**config.mk**
```make
export PLATFORM = sky130hd
export DESIGN_NAME = wor_bus_arbiter
export DESIGN_NICKNAME = d
export VERILOG_FILES = /design/src/rtl/wor_bus_arb_pkg.sv /design/src/rtl/rr_picker.sv /design/src/rtl/wor_bus_arbiter.sv
export SDC_FILE = /design/constraint.sdc
export NUM_CORES = 1
export LEC_CHECK = 0
export BUFFER_PORTS_ARGS = -buffer_cell sky130_fd_sc_hd__clkbuf_2
export CAP_MARGIN = 10
export CORE_ASPECT_RATIO = 0.75
export CORE_UTILIZATION = 50
export CTS_CLUSTER_SIZE = 16
export DETAILED_ROUTE_END_ITERATION = 16
export GPL_TIMING_DRIVEN = 0
export PLACE_DENSITY = 0.85
export SLEW_MARGIN = 20
export SYNTH_ARGS = -nofsm -noshare
export SYNTH_HDL_FRONTEND = slang
export SYNTH_HIERARCHICAL = 1
export SYNTH_SLANG_ARGS = --single-unit
```
**constraint.sdc**
```tcl
create_clock -name clk -period 1.9 [get_ports clk]
set_input_delay 0.095 -clock clk [delete_from_list [all_inputs] [get_ports clk]]
set_output_delay 0.095 -clock clk [all_outputs]
set_load 0.005 [all_outputs]
```
**src/rtl/wor_bus_arb_pkg.sv**
```systemverilog
// wor_bus_arb_pkg: shared state encoding and sizing helper for the wired-OR bus arbiter
package wor_bus_arb_pkg;
  typedef enum logic [1:0] {IDLE, OWN, TURN} state_t;
  function automatic int idx_w(int n);
    return n > 1 ? $clog2(n) : 1;
  endfunction
endpackage

```
**src/rtl/rr_picker.sv**
```systemverilog
// rr_picker: round-robin selection of the first request after the pointer, wrapping modulo N
module rr_picker #(
  parameter int N = 4,
  parameter int W = 2
) (
  input  logic [N-1:0] req,
  input  logic [W-1:0] ptr,
  output logic         found,
  output logic [W-1:0] idx
);
  localparam logic [W-1:0] LAST = W'(N - 1);
  localparam logic [W:0] NW = (W + 1)'(N);
  logic [W-1:0] start, k;
  logic [N-1:0] rot;
  logic [W:0] sum;
  // rotate so the slot after the pointer sits at bit 0, priority-encode, then rotate back
  always_comb begin
    start = ptr == LAST ? '0 : ptr + 1'b1;
    rot = N'({req, req} >> start);
    k = '0;
    for (int i = N - 1; i >= 0; i--) k = rot[i] ? W'(i) : k;
    sum = {1'b0, start} + {1'b0, k};
    idx = sum >= NW ? W'(sum - NW) : W'(sum);
    found = |req;
  end
endmodule

```
**src/rtl/wor_bus_arbiter.sv**
```systemverilog
// wor_bus_arbiter: round-robin owner arbiter with hold limit and driver-free turnaround for a shared wired net
module wor_bus_arbiter
  import wor_bus_arb_pkg::*;
#(
  parameter int N_REQ = 4,
  parameter int MAX_HOLD = 16,
  parameter int TURNAROUND = 1
) (
  input  logic                        clk,
  input  logic                        rst_n,
  input  logic [N_REQ-1:0]            req_i,
  input  logic [N_REQ-1:0]            done_i,
  output logic [N_REQ-1:0]            grant_o,
  output logic                        drv_en_o,
  output logic [idx_w(N_REQ)-1:0]     owner_o,
  output logic                        timeout_o,
  output logic                        busy_o
);
  localparam int IW = idx_w(N_REQ);
  localparam int HW = $clog2(MAX_HOLD + 1);
  localparam logic [HW-1:0] HMAX = HW'(MAX_HOLD);
  localparam logic [2:0] TA = 3'(TURNAROUND);
  localparam logic [IW-1:0] LAST = IW'(N_REQ - 1);
  state_t state;
  logic [HW-1:0] hold;
  logic [2:0] tcnt;
  logic found, rel;
  logic [IW-1:0] win;
  rr_picker #(.N(N_REQ), .W(IW)) u_pick (.req(req_i), .ptr(owner_o), .found(found), .idx(win));
  assign rel = done_i[owner_o] | ~req_i[owner_o];
  assign drv_en_o = |grant_o;
  assign busy_o = state != IDLE;
  // a voluntary release wins over the hold limit, so timeout only fires when the owner still wanted the net
  always_ff @(posedge clk or negedge rst_n) begin
    if (!rst_n) begin
      state <= IDLE;
      grant_o <= '0;
      owner_o <= LAST;
      timeout_o <= 1'b0;
      hold <= '0;
      tcnt <= '0;
    end else begin
      timeout_o <= 1'b0;
      case (state)
        IDLE: if (found) begin
          grant_o <= {{(N_REQ - 1){1'b0}}, 1'b1} << win;
          owner_o <= win;
          state <= OWN;
          hold <= HW'(1);
        end
        OWN: if (rel || hold == HMAX) begin
          grant_o <= '0;
          state <= TURN;
          tcnt <= 3'd1;
          timeout_o <= ~rel;
        end else begin
          hold <= hold == HMAX ? hold : hold + 1'b1;
        end
        TURN: if (tcnt == TA) state <= IDLE;
              else tcnt <= tcnt + 1'b1;
        default: state <= IDLE;
      endcase
    end
  end
endmodule

```
=== Word level (Yosys, flattened, before mapping) ===
Index checks and enable logic that the tools add are counted.

* Input bits: 10
* Latch bits: 0
* Register bits after elaboration: 17
* Output and inout bits: 9
* Memories kept: 0
* Bits in writable memories: 0
* Word-level logic and storage cells: 67
* Bits in read-only memories: 0

* $add $sub $neg: 5
* Shift-type cells: 2
* $mul: 0
* Eq/ne operators: 11
* Bitwise logic cells: 3
* Reduce and logical (&&, ||, !) cells: 12
* Multiplexer cells: 26
* Div/mod/pow operators: 0
* $lt $le $gt $ge: 2

{| class="wikitable"
|+ Operator list
! cell !! count
|-
| $mux W2 || 9
|-
| $mux W5 || 3
|-
| $ne A2 B2 Y1 const B || 6
|-
| $pmux W5 S2 || 1
|-
| $reduce_and A3 Y1 || 3
|-
| $mux W4 || 2
|-
| $pmux W4 S2 || 1
|-
| $reduce_or A4 Y1 || 2
|-
| $shr A8 B2 Y4 || 1
|-
| $mux W3 || 2
|-
| $pmux W2 S3 || 1
|-
| $pmux W3 S2 || 1
|-
| $reduce_bool A2 Y1 || 3
|-
| $add A5 B1 Y5 const B || 1
|-
| $eq A5 B5 Y1 const B || 1
|-
| $bmux W1 S2 || 2
|-
| $eq A2 B2 Y1 const B || 2
|-
| $mux W1 || 4
|-
| $reduce_and A4 Y1 || 1
|-
| $shl A1 B2 Y4 const A || 1
|-
| $add A2 B2 Y3 || 1
|-
| $add A3 B1 Y3 const B || 1
|-
| $eq A3 B1 Y1 const B || 1
|-
| $ge A3 B3 Y1 const B || 1
|-
| other kinds (9) || 10
|}

=== Depth between registers and ports, before layout ===
Gate-level depths: netlist of the first run.

* Word-level depth: 13
* Mapped depth: 7
* Gate-level depth less buffers: 6

=== Hierarchy ===
The synthesis of the first run kept the hierarchy.

{| class="wikitable"
|+ By module, submodules not included
! module !! seq. area each (um^2) !! area an instance (um^2) !! instances !! cells each
|-
| wor_bus_arbiter || 427.9 || 935.9 || 1 || 94
|-
| rr_picker || 0.0 || 98.8 || 1 || 14
|}

=== Worst setup path before layout of the first run ===
OpenSTA, ideal clock, no wires.

* Path type: register to register
* From: reg owner_o[0]
* To: reg grant_o[0]
* Path slack: 210 ps
* Library setup time: 118 ps
* Arrival: 1572 ps
* Cell stages (with the launch flop): 6
* Required time: 1782 ps
* Path buffers: 0
* Clock period less this slack: 1690 ps
* Path through: dfstp_2 ha_1 and2_1 o31ai_1 nor3_1 a21o_1

* Word-level cells in the longest chain between the ends: 13
* Elaborated cells between the ends (all ways): 24
* Classes of those cells: add/sub: 3; order compare: 1; eq/ne: 2; shift: 2; mux: 12; bitwise: 2; reduce/logical: 2

{| class="wikitable"
|+ RTL lines
! element !! RTL line !! text
|-
| from (decl) || wor_bus_arbiter.sv:15 || <nowiki>output logic [idx_w(N_REQ)-1:0] owner_o,</nowiki>
|-
| from (signal assigned) || wor_bus_arbiter.sv:47 || <nowiki>owner_o <= win;</nowiki>
|-
| $add A2 B1 Y2 / $eq A2 B2 Y1 (equally long branches) || rr_picker.sv:18 || <nowiki>start = ptr == LAST ? '0 : ptr + 1'b1;</nowiki>
|-
| $mux W2 (*) || rr_picker.sv:18 ||
|-
| $shr A8 B2 Y4 || rr_picker.sv:19 || <nowiki>rot = N'({req, req} >> start);</nowiki>
|-
| $mux W2 (4 in a row) || rr_picker.sv:21 || <nowiki>for (int i = N - 1; i >= 0; i--) k = rot[i] ? W'(i) : k;</nowiki>
|-
| $add A2 B2 Y3 (*) || rr_picker.sv:22 || <nowiki>sum = {1'b0, start} + {1'b0, k};</nowiki>
|-
| $ge A3 B3 Y1 / $sub A2 B1 Y2 (equally long branches) || rr_picker.sv:23 || <nowiki>idx = sum >= NW ? W'(sum - NW) : W'(sum);</nowiki>
|-
| $mux W2 (*) || rr_picker.sv:23 ||
|-
| via win[1] || wor_bus_arbiter.sv:28 || <nowiki>logic [IW-1:0] win;</nowiki>
|-
| $shl A1 B2 Y4 (*) || wor_bus_arbiter.sv:46 || <nowiki>grant_o <= {{(N_REQ - 1){1'b0}}, 1'b1} << win;</nowiki>
|-
| $mux W4 (*) || wor_bus_arbiter.sv:45 || <nowiki>IDLE: if (found) begin</nowiki>
|-
| $pmux W4 S2 (*) || wor_bus_arbiter.sv:44 || <nowiki>case (state)</nowiki>
|-
| to (signal assigned) || wor_bus_arbiter.sv:46 ||
|-
| to (decl) || wor_bus_arbiter.sv:13 || <nowiki>output logic [N_REQ-1:0] grant_o,</nowiki>
|}

Mark *: on every way through the listed nets, which the timed path passes. The rest lies on a longest branch. The select of a mux whose other input is x is not followed.
A chain may end at the register's enable or synchronous reset.

=== Worst setup path after layout of the first run ===
* From: reg owner_o[1]
* To: reg grant_o[3]

* Word-level cells in the longest chain between the ends: 13
* Elaborated cells between the ends (all ways): 24
* Classes of those cells: add/sub: 3; order compare: 1; eq/ne: 2; shift: 2; mux: 12; bitwise: 2; reduce/logical: 2

{| class="wikitable"
|+ RTL lines
! element !! RTL line
|-
| $add A2 B1 Y2 / $eq A2 B2 Y1 (equally long branches) || rr_picker.sv:18
|-
| $mux W2 || rr_picker.sv:18
|-
| $shr A8 B2 Y4 || rr_picker.sv:19
|-
| $mux W2 (4 in a row) || rr_picker.sv:21
|-
| $add A2 B2 Y3 || rr_picker.sv:22
|-
| $ge A3 B3 Y1 / $sub A2 B1 Y2 (equally long branches) || rr_picker.sv:23
|-
| $mux W2 || rr_picker.sv:23
|-
| $shl A1 B2 Y4 || wor_bus_arbiter.sv:46
|-
| $mux W4 || wor_bus_arbiter.sv:45
|-
| $pmux W4 S2 || wor_bus_arbiter.sv:44
|}

Several ways; a longest one is shown, not always the timed one. The select of a mux whose other input is x is not followed.

==> reports/qor.yml, run 1 <==
status:
  status: "finished clean"
routing:
  dr.pass1.iters: 4
  detail-route-antenna-nets: 0
  dr_total_vias: 900
  wire_per_inst_um: 13.8
  met2_length_um: 1050
  wl_met3_um: 73
  drc: 0
  drtIter0Drc: 23
  met1_length_um: 982
  wl_um: 2120
  maxUsedRoutingLayer: "met4"
  vias_per_cell: 5.88
sta:
  fin_ws_ns: 0.156
  setup_viol: 0
  slew_viol_final: 0
  tightestPinTransition_ns: 0.425
  tns_ns: 0
  layout_min_cycle_time_ns: 1.74
  hold_slack_ns: 0.172
  hold_violations: 0
  rsz0062_at_grt: "false"
  fmax_mhz: 573
  skew_ns: 0.0147
  timing.final.crit_share_pct: 91.8
  slew_headroom_pct: 71.7
synthesis:
  yosys_warnings: 6
  ys_seq_area_share_pct: 41.4
  avgSynthCellArea_um2: 9.58
  netlist_area_um2: 1030
  syn-num-nets: 123
  syn_inst: 108
  synth_cell_types: 44
  ys_ff_latch: 17
layout:
  fillers: 148
  final_common_cell: "clkbuf_2"
  final_net_count: 147
  layoutNonFillerInstCount: 153
  n_antenna_cell: 0
  drive_gt1_share_pct: 24.4
  final_cell_mix: "clkbuf_2 (18), nand2_1 (17), dfrtp_1 (15), nor2b_1 (8), ha_1 (5)"
  area_growth_pct: 15.4
  design_area_um2: 1190
  fin_util_pct: 64.9
placed_design:
  place_ws_ns: 0.0720
  dp_hpwl_um: 1560
  dpl_cell_area_um2: 1150
  dp.cells: 148
  io_buffers: 18
  gp_congestion: 0.773
clock_network:
  cts_buffers: 3
  cts-root-buf: "clkbuf_4"
  path_clk_slew_ns: 0.09
  cts.sink_count: 17
  cts_max_level: 1
  cts_tree: "yes"
  cts_buffer_depth: 2
  clkLatencyLatePin_ns: 0.29
worst_setup_path:
  startpoint: "owner_o[1]"
  r2r_setup_slack_ns: 0.16
  max_stage_delay_ns: 0.57
  reg2reg_depth: 3
  path_cells: "mux4_2, a31o_2, a32o_1"
  reg2reg_from: "owner_o[1]"
  cp_slowest_cell: "dfstp_2"
  path_class: "flop to flop"
  end_kind: "flop"
  cp-start-kind: "flop"
  cp.required_ns: 2.07
  crit_arrival_ns: 1.92
  critPathBufInv: 0
  cp_top_family: "flip-flops"
  r2r_end: "grant_o[3]"
  crit_fanout: 4
global_routing:
  grt_pass1_wl_um: 3290
  grt_max_degree: 18
  grt_pass1_vias: 761
  antenna_found_initial: 0
  grtUsageTotal_pct: 22.2
  globalRoute.totalOverflow: 0
floorplan:
  core_area_um2: 1840
  rows: 13
  io_pins: 19
  die_w_um: 54.5
  die-height_um: 41.4
  initial_core_util_pct: 56.3
  dieArea_um2: 2260
hold_path:
  min-delay-start: "req_i[1]"
  worstHoldPathCells: 4
  hp-class: "input port to flop"
  min_to: "owner_o[1]"
flow_run:
  drv_cap: 0
power:
  ir_worst_vdd_v: 0.000895
  power.leakage_nw: 0.565
  power_density_nw_per_um2: 1320
  finalPower_mw: 1.57
[routing by layer]
metal / global-route usage, % / vias up
met2: 39.3 / 23
met4: 5.77 / 0
met5: 0 / -
met1: 26.9 / 434
li1: - / 441
met3: 6.52 / 2
[Yosys cell counts]
cell	n	area, µm²
nand2_1	17	63.8
dfrtp_1	15	375
nor2b_1	8	50.1
ha_1	5	62.6
inv_1	4	15.0
nand3_1	4	20.0
nor2_1	4	15.0
nor3_1	4	20.0
o21ai_0	3	15.0
a21oi_1	2	10.0
and2_1	2	12.5
clkbuf_1	2	7.51
dfstp_2	2	52.6
mux2i_1	2	20.0
nand2b_1	2	12.5
o2bb2ai_1	2	17.5
o31ai_1	2	15.0
or4_1	2	15.0
a211oi_1	1	7.51
a21bo_2	1	10.0
a21o_1	1	7.51
a2bb2oi_1	1	8.76
a311oi_2	1	15.0
a31o_1	1	8.76
a31o_2	1	8.76
a32o_1	1	10.0
a41o_1	1	10.0
and3_1	1	6.26
and3_2	1	7.51
buf_2	1	5.00
buf_6	1	11.3
mux4_2	1	22.5
nand3b_1	1	7.51
nand4_1	1	6.26
nand4b_1	1	8.76
nand4bb_1	1	11.3
nor3b_1	1	7.51
o211a_1	1	10.0
o211ai_1	1	7.51
o21a_1	1	7.51
o21ai_1	1	5.00
o21bai_1	1	7.51
o221a_2	1	11.3
o22ai_1	1	6.26
[timing repair]
| item | CTS | global route |
|---|---|---|
| hold buffers | 1 | 0 |
| setup buffers | 0 | 0 |
| resized for setup | 0 | 1 |
| endpoints found under the hold margin | 15 | 0 |
| setup endpoints to repair | 0 | 2 |
[cells by family (layout without fill, tap and decap cells)]
kind of cell	after synthesis	count (layout)	synth area share [%]
and+or+nand+nor	50	50	25.5
AOI/OAI and AO/OA	25	25	19.2
DFF	17	17	41.4
buffers and inverters	8	31	3.75
adders and majority gates	5	5	6.05
muxes	3	3	4.11
[report_power, final]
part	internal (mW)	switching (mW)	leakage [nW]
clock	0.0816	0.114	0.0150
combinational	0.356	0.443	0.335
sequential	0.476	0.102	0.215
total	0.913	0.658	0.565
[cell type report]
class	count	area [µm²]	share of cell area, %
Sequential cell	17	428	35.8
Buffer	4	23.8	1.99
Clock buffer	4	26.3	2.20
Inverter	4	15.0	1.26
Multi-Input combinational cell	83	573	48.0
Tap cell	22	27.5	2.31
Timing Repair Buffer	19	100	8.39
[state kept, by name, summed over array words and instances (netlist names)]
name and count:
hold 5, grant_o 4, owner_o 2, tcnt 3, timeout_o 1, state 2
[worst min-delay path, delay by kind of cell]
kind	cells	cell delay (ns)
simple gates	2	0.13
buf+inv	1	0.12
compound gates	1	0.11
[how the worst max path moves through the flow]
stage / slack, ns / depth (start not counted) / to
after CTS: 0.06 / 5 / grant_o[0]
after global placement: 0.08 / 5 / grant_o[0]
after global routing: 0.1 / 5 / grant_o[0]
after floorplan: 0.21 / 5 / grant_o[0]
after detailed placement: 0.07 / 5 / grant_o[0]
final: 0.16 / 3 / grant_o[3]
Note: power is estimated with default switching activity, not from simulation.
==> run 2, diff against run 1 <==
Settings changed: CELL_PAD_IN_SITES_DETAIL_PLACEMENT from default to 1, CELL_PAD_IN_SITES_GLOBAL_PLACEMENT from default to 2, CORE_UTILIZATION 50 to 33, PLACE_DENSITY 0.85 to 0.89.
==> run 2 against run 1 <==
Effect of this change:
- clock skew decreased by 0.011 ns
- fmax decreased by 1.9%
- largest power group unchanged
- power increased by 5.2%
==> reports/qor.yml, run 2 (same netlist as run 1, synthesis figures left out) <==
sta:
  skew_ns: 0.00370  # -0.0110 ns
  hold_slack_ns: 0.227  # +0.0554 ns
  fmax_mhz: 562  # -1.9%
  rsz0062_at_grt: "true"
  slew_viol_final: 0  # unchanged
  layout_min_cycle_time_ns: 1.78  # +0.0345 ns
  setup_viol: 0  # unchanged
  tns_ns: 0  # unchanged
  tightestPinTransition_ns: 0.426  # +0.000851 ns
  timing.final.crit_share_pct: 93.6  # +1.8 points
  hold_violations: 0  # unchanged
  slew_headroom_pct: 71.6  # about the same
worst_setup_path:
  crit_arrival_ns: 1.96  # +0.04 ns
  cp_top_family: "flip-flops"
  reg2reg_from: "owner_o[0]"
  crit_fanout: 7  # +3
  critPathCapture: "grant_o[0]"
  max_stage_delay_ns: 0.60  # +0.03 ns
  r2r_end: "grant_o[0]"
  cp_slowest_cell: "dfstp_2"
  cp-start-kind: "flop"
  startpoint: "owner_o[0]"
  r2r_setup_slack_ns: 0.12  # -0.03 ns
  end_kind: "flop"
  critPathBufInv: 0  # unchanged
  path_cells: "ha_1, nand2_1, a2bb2oi_1, o221a_2, nor3_1, a21o_1"
  cp.required_ns: 2.09  # +0.02 ns
  crit_cells: 6  # +3
  reg2reg_depth: 6  # +3
  path_class: "flop to flop"
clock_network:
  clkLatencyLatePin_ns: 0.25  # -0.04 ns
  cts_max_level: 1  # unchanged
  cts_buffers: 3  # unchanged
  cts.sink_count: 17  # unchanged
  cts_buffer_depth: 2  # unchanged
  post-cts-setup-buffers: 0  # unchanged
  cts_tree: "yes"
  cts-root-buf: "clkbuf_8"
  path_clk_slew_ns: 0.06  # -0.03 ns
layout:
  fillers: 353  # +140%
  drive_gt1_share_pct: 24.4  # unchanged
  design_area_um2: 1230  # +3.2%
  top_regs: "hold: 5 flops, grant_o: 4 flops, tcnt: 3 flops"
  final_common_cell: "clkbuf_2"
  largest_register: "hold"
  area_growth_pct: 19.1
  n_antenna_cell: 0  # unchanged
  final_net_count: 147  # unchanged
  layoutNonFillerInstCount: 169  # +10%
  final_cell_mix: "clkbuf_2 (18), nand2_1 (17), dfrtp_1 (15), nor2b_1 (8), ha_1 (5)"
  largest_reg_flops: 5  # unchanged
  fin_util_pct: 41.7  # -23 points
power:
  power.leakage_nw: 0.573  # +1.4%
  seqPwrFrac_pct: 35.0  # -1.7 points
  power.switching_mw: 0.670  # +1.8%
  switching_share_pct: 40.6  # -1.3 points
  ir_worst_vdd_v: 0.000472  # -47%
  power_density_nw_per_um2: 1340  # +1.9%
  clockPowerShare_pct: 15.8  # +3.4 points
  comb_power_share_pct: 49.1  # -1.7 points
  internal_power_mw: 0.982  # +7.6%
placed_design:
  gp_congestion: 0.798  # +3.3%
  dpl_cell_area_um2: 1170  # +1.7%
  dp.cells: 164  # +11%
  io_buffers: 18  # unchanged
  dp_hpwl_um: 1870  # +20%
floorplan:
  initial_core_util_pct: 35.0  # -21 points
  core_area_um2: 2960  # +61%
  rows: 17  # +4
  die-height_um: 50.5  # +22%
  die_w_um: 66.7  # +22%
  dieArea_um2: 3370  # +49%
  io_pins: 19  # unchanged
routing:
  drtIter0Drc: 27  # +17%
  dr_total_vias: 899  # -0.11%
  wl_um: 2350  # +11%
  detail-route-antenna-nets: 0  # unchanged
  wire_per_inst_um: 13.9  # +0.54%
  vias_per_cell: 5.32  # -9.6%
  drc: 0  # unchanged
  dr.pass1.iters: 4  # unchanged
global_routing:
  grt_pass1_wl_um: 4150  # +26%
  grt_max_degree: 18  # unchanged
  grtUsageTotal_pct: 16.6  # -5.6 points
  globalRoute.totalOverflow: 0  # unchanged
  grt_pass1_vias: 936  # +23%
  antenna_found_initial: 0  # unchanged
flow_run:
  drv_cap: 0  # unchanged
status:
  status: "finished clean"
hold_path:
  hp-class: "input port to flop"
[run 2: cell types whose count changed in the layout (fill, tap and decap cells not counted)]
cell,delta
clkbuf_8,+3
clkbuf_4,-3
[run 2: worst register-to-register path: stages, from the launching register on]
cell and delay, ns:
dfstp_2 0.60, ha_1 0.30, nand2_1 0.10, a2bb2oi_1 0.06, o221a_2 0.28, nor3_1 0.26, a21o_1 0.12
[run 2: layout make-up]
type                    instances  area [µm²]  share of cell area (%)
well taps                      38        47.5                    3.86
multi-input cells              83         573                    46.5
inverters                       4        15.0                    1.22
flip-flops and latches         17         428                    34.7
repair buffers                 19         100                    8.12
plain buffers                   4        23.8                    1.93
clock buffers                   4        45.0                    3.65
[run 2: how the worst min path moves through the flow]
stage / from / endpoint / slack (ns) / cells past startpoint
4_1_cts: req_i[1] / owner_o[1] / 0.22 / 4
5_1_grt: req_i[1] / owner_o[1] / 0.27 / 4
2_1_floorplan: rst_n / grant_o[0] / -0.20 / 0
3_3_place_gp: rst_n / hold[2] / 0.05 / 1
3_5_place_dp: rst_n / hold[2] / 0.06 / 1
6_report: req_i[1] / owner_o[1] / 0.23 / 4
[run 2: through the flow]
| step | total power, mW | setup slack [ns] |
|---|---|---|
| floorplan | 1.14 | 0.210 |
| global placement | 1.35 | 0.0670 |
| detailed placement | 1.39 | 0.0107 |
| CTS | 1.68 | 0.113 |
| global route | 1.80 | -0.00182 |
| finish | 1.65 | 0.122 |
[run 2: timing repair]
| action | in CTS | in global routing |
|---|---|---|
| hold buffers | 1 | 0 |
| hold endpoints to repair | 15 | 0 |
| resized for setup | 1 | 0 |
| endpoints found under the setup margin | 1 | 1 |
[run 2: power groups by stage]
| stage | clock network (mW) | registers, mW | logic, mW |
|---|---|---|---|
| 2_1_floorplan | 0 | 0.562 | 0.575 |
| 3_3_place_gp | 0 | 0.580 | 0.772 |
| 3_5_place_dp | 0 | 0.587 | 0.802 |
| 4_1_cts | 0.277 | 0.581 | 0.820 |
| 5_1_grt | 0.291 | 0.598 | 0.913 |
| 6_report | 0.262 | 0.579 | 0.812 |
[run 2: per-layer routing]
metal  vias up  wire, µm  part of all wire, %  global-route usage (%)
li1        442         -                    -                       -
met1       438      1120                   48                    20.0
met2        17      1130                   48                    29.1
met3         2        92                  3.9                    5.00
met4         0         8                 0.34                    3.19
met5         -         0                    0                       0
==> run 3, diff against run 2 <==
Settings changed: ABC_AREA from default to 1, CORE_UTILIZATION 33 to 31, PLACE_DENSITY 0.89 to 0.9.
==> run 3 against run 2 <==
Effect of this change:
- hold slack better by 0.037 ns
- register-to-register slack lost 0.26 ns
- die area up 27%
- synthesized area rose by 20%
- first-iteration DRC count up 26%
- final cell count is 53% higher
- the run now ends with setup timing left
- largest cell class unchanged
- sequential share of layout area is 9.7 points lower
- critical path type unchanged
==> reports/qor.yml, run 3 <==
clock_network:
  cts_max_level: 1  # unchanged
  cts_buffers: 3  # unchanged
  path_clk_slew_ns: 0.07  # about the same
  cts_tree: "yes"
  cts_buffer_depth: 2  # unchanged
  clkLatencyLatePin_ns: 0.25  # about the same
  cts-root-buf: "clkbuf_8"
  cts.sink_count: 17  # unchanged
synthesis:
  syn-num-nets: 192  # +56%
  yosys_warnings: 6  # unchanged
  async_flop_share_pct: 100  # unchanged
  netlist_area_um2: 1250  # +20%
  syn_inst: 177  # +64%
  synthTopCellsByArea: "dfrtp_1 (30%), nand2_1 (18%), nand3_1 (12%)"
  synth_edf_count: 0  # unchanged
  synth_common_cells: "nand2_1 (59), nand3_1 (29), inv_1 (22), dfrtp_1 (15), nor2_1 (10)"
  ys.flop_type: "dfrtp_1"
  ys_ff_latch: 17  # unchanged
  yosys.area.top_type_share_pct: 30.1  # -6.2 points
  avgSynthCellArea_um2: 7.04  # -27%
  synth_cell_types: 26  # -41%
  synth.largest_area_cell: "dfrtp_1"
  ys_seq_area_share_pct: 34.3  # -7.0 points
  synth_most_common_cell: "nand2_1"
placed_design:
  io_buffers: 18  # unchanged
  gp_congestion: 0.757  # -5.2%
  place_ws_ns: -0.295  # -0.306 ns
  dpl_cell_area_um2: 1420  # +21%
  dp_hpwl_um: 2700  # +45%
layout:
  final_net_count: 223  # +52%
  n_antenna_cell: 0  # unchanged
  drive_gt1_share_pct: 45.9  # +21 points
  largest_register: "hold"
  final_cell_mix: "nand2_1 (40), nand3_1 (20), nand2_2 (19), clkbuf_2 (18)"
  top_regs: "hold: 5 flops, grant_o: 4 flops, tcnt: 3 flops"
  design_area_um2: 1710  # +39%
  largest_reg_flops: 5  # unchanged
  area_growth_pct: 37.0
  final_common_cell: "nand2_1"
hold_path:
  min_to: "timeout_o"
  hp-class: "input port to flop"
  min-delay-start: "done_i[2]"
  worstHoldPathCells: 6  # +2
sta:
  setup_viol: 5  # +5
  layout_min_cycle_time_ns: 2.04  # +0.263 ns
  hold_violations: 0  # unchanged
  fmax_mhz: 490  # -13%
  skew_ns: 0.00763  # +0.00392 ns
  slew_headroom_pct: 70.8  # -0.82 points
  timing.final.crit_share_pct: 107  # +14 points
  rsz0062_at_grt: "true"
  fin_ws_ns: -0.141  # -0.263 ns
  slew_viol_final: 0  # unchanged
  tightestPinTransition_ns: 0.438  # +0.0123 ns
worst_setup_path:
  crit_fanout: 5  # -2
  path_class: "flop to flop"
  end_kind: "flop"
  reg2reg_depth: 15  # +9
  r2r_setup_slack_ns: -0.14  # -0.26 ns
  cp-start-kind: "flop"
  cp.required_ns: 2.10  # about the same
  reg2reg_from: "owner_o[0]"
  r2r_end: "grant_o[3]"
  crit_arrival_ns: 2.24  # +0.28 ns
routing:
  dr_total_vias: 1258  # +40%
  detail-route-antenna-nets: 0  # unchanged
  wire_per_inst_um: 13.8  # -1.1%
  wl_met3_um: 110  # +20%
  wl_um: 3560  # +52%
  vias_per_cell: 4.86  # -8.7%
  dr.pass1.iters: 4  # unchanged
  met2_length_um: 1710  # +51%
  met1_length_um: 1710  # +53%
  drc: 0  # unchanged
  drtIter0Drc: 34  # +26%
  maxUsedRoutingLayer: "met4"
floorplan:
  die-height_um: 56.9  # +13%
  rows: 19  # +2
  dieArea_um2: 4280  # +27%
  die_w_um: 75.2  # +13%
  io_pins: 19  # unchanged
  core_area_um2: 3760  # +27%
  initial_core_util_pct: 33.2  # -1.8 points
global_routing:
  grt_max_degree: 18  # unchanged
  antenna_found_initial: 0  # unchanged
  grt_pass1_wl_um: 5750  # +39%
  grtUsageTotal_pct: 17.8  # +1.2 points
  grt_pass1_vias: 1271  # +36%
  globalRoute.totalOverflow: 0  # unchanged
status:
  violations: "setup timing"
  status: "complete, but fails checks"
flow_run:
  drv_cap: 0  # unchanged
-- run 3: cell types whose count changed in the layout (fill, tap and decap cells not counted), sizes merged, moves of 3 or more --
cell	change
inv	+21
nand2	+49
nor2b	-8
nor2	+11
buf	+6
clkbuf	-3
nand3	+27
-- run 3: kinds of logic after synthesis --
group | synth area share (%)
flip-flops | 34.3
adder cells (fa/ha/maj) | 5.02
XOR/XNOR | 2.11
buffers and inverters | 8.13
AO/OA/AOI/OAI | 1.71
AND/OR/NAND/NOR | 48.7
-- run 3: cell type report --
class / count / area (µm²)
fill: 493 / 2050
multi-input combinational: 134 / 903
sequential: 17 / 428
timing repair buffer: 26 / 156
inverter: 25 / 101
tap: 52 / 65.1
clock buffer: 3 / 41.3
buffer: 1 / 7.51
clock inverter: 1 / 5.00
-- run 3: timing repair --
item                                    4_1_cts  5_1_grt
hold buffers                                  1        0
hold endpoints to repair                     15        0
pin swaps                                     2       19
gates resized for setup                      18       35
buffers inserted                              4        3
endpoints found under the setup margin        6        5
-- run 3: worst max-delay path: stages (launching register included) --
cell and delay, ns:
dfstp_2 0.59, ha_4 0.17, inv_2 0.04, nand2_4 0.13
nand2_4 0.06, nand2_1 0.07, nand2_1 0.07, nand2_2 0.11
inv_2 0.06, nand3_2 0.09, inv_2 0.06, nor2_4 0.16
inv_2 0.08, nor3_2 0.17, nand2_1 0.07, nand2_1 0.05
-- run 3: per-stage QoR --
stage                     instances  setup TNS, ns  utilization (%)  hold slack, ns
final                           259         -0.473             45.5           0.264
after global routing            259          -1.20             45.5           0.304
after global placement          247         -0.721             37.8          0.0507
after floorplan                 177              0                -          -0.201
after CTS                       256         -0.154             41.5           0.269
after detailed placement        247          -1.29             37.8          0.0506
-- run 3: layer usage --
layer  track usage [%]  vias up
met5                 0        -
met4              3.44        0
met3              3.77        6
met2              29.3       17
met1              24.1      614
li1                  -      621
-- run 3: how the worst max path moves through the flow --
stage	from	end	slack [ns]	cells past startpoint
floorplan	owner_o[0]	grant_o[2]	0.0002	15
global placement	owner_o[0]	grant_o[3]	-0.20	15
detailed placement	owner_o[0]	grant_o[2]	-0.30	15
CTS	owner_o[0]	grant_o[0]	-0.05	13
global route	owner_o[0]	grant_o[1]	-0.25	15
finish	owner_o[0]	grant_o[3]	-0.14	15
Power of run 3 is left out: the tool's default activity adds up to more than one toggle a clock period on the data nets, which glitch-free logic cannot reach.
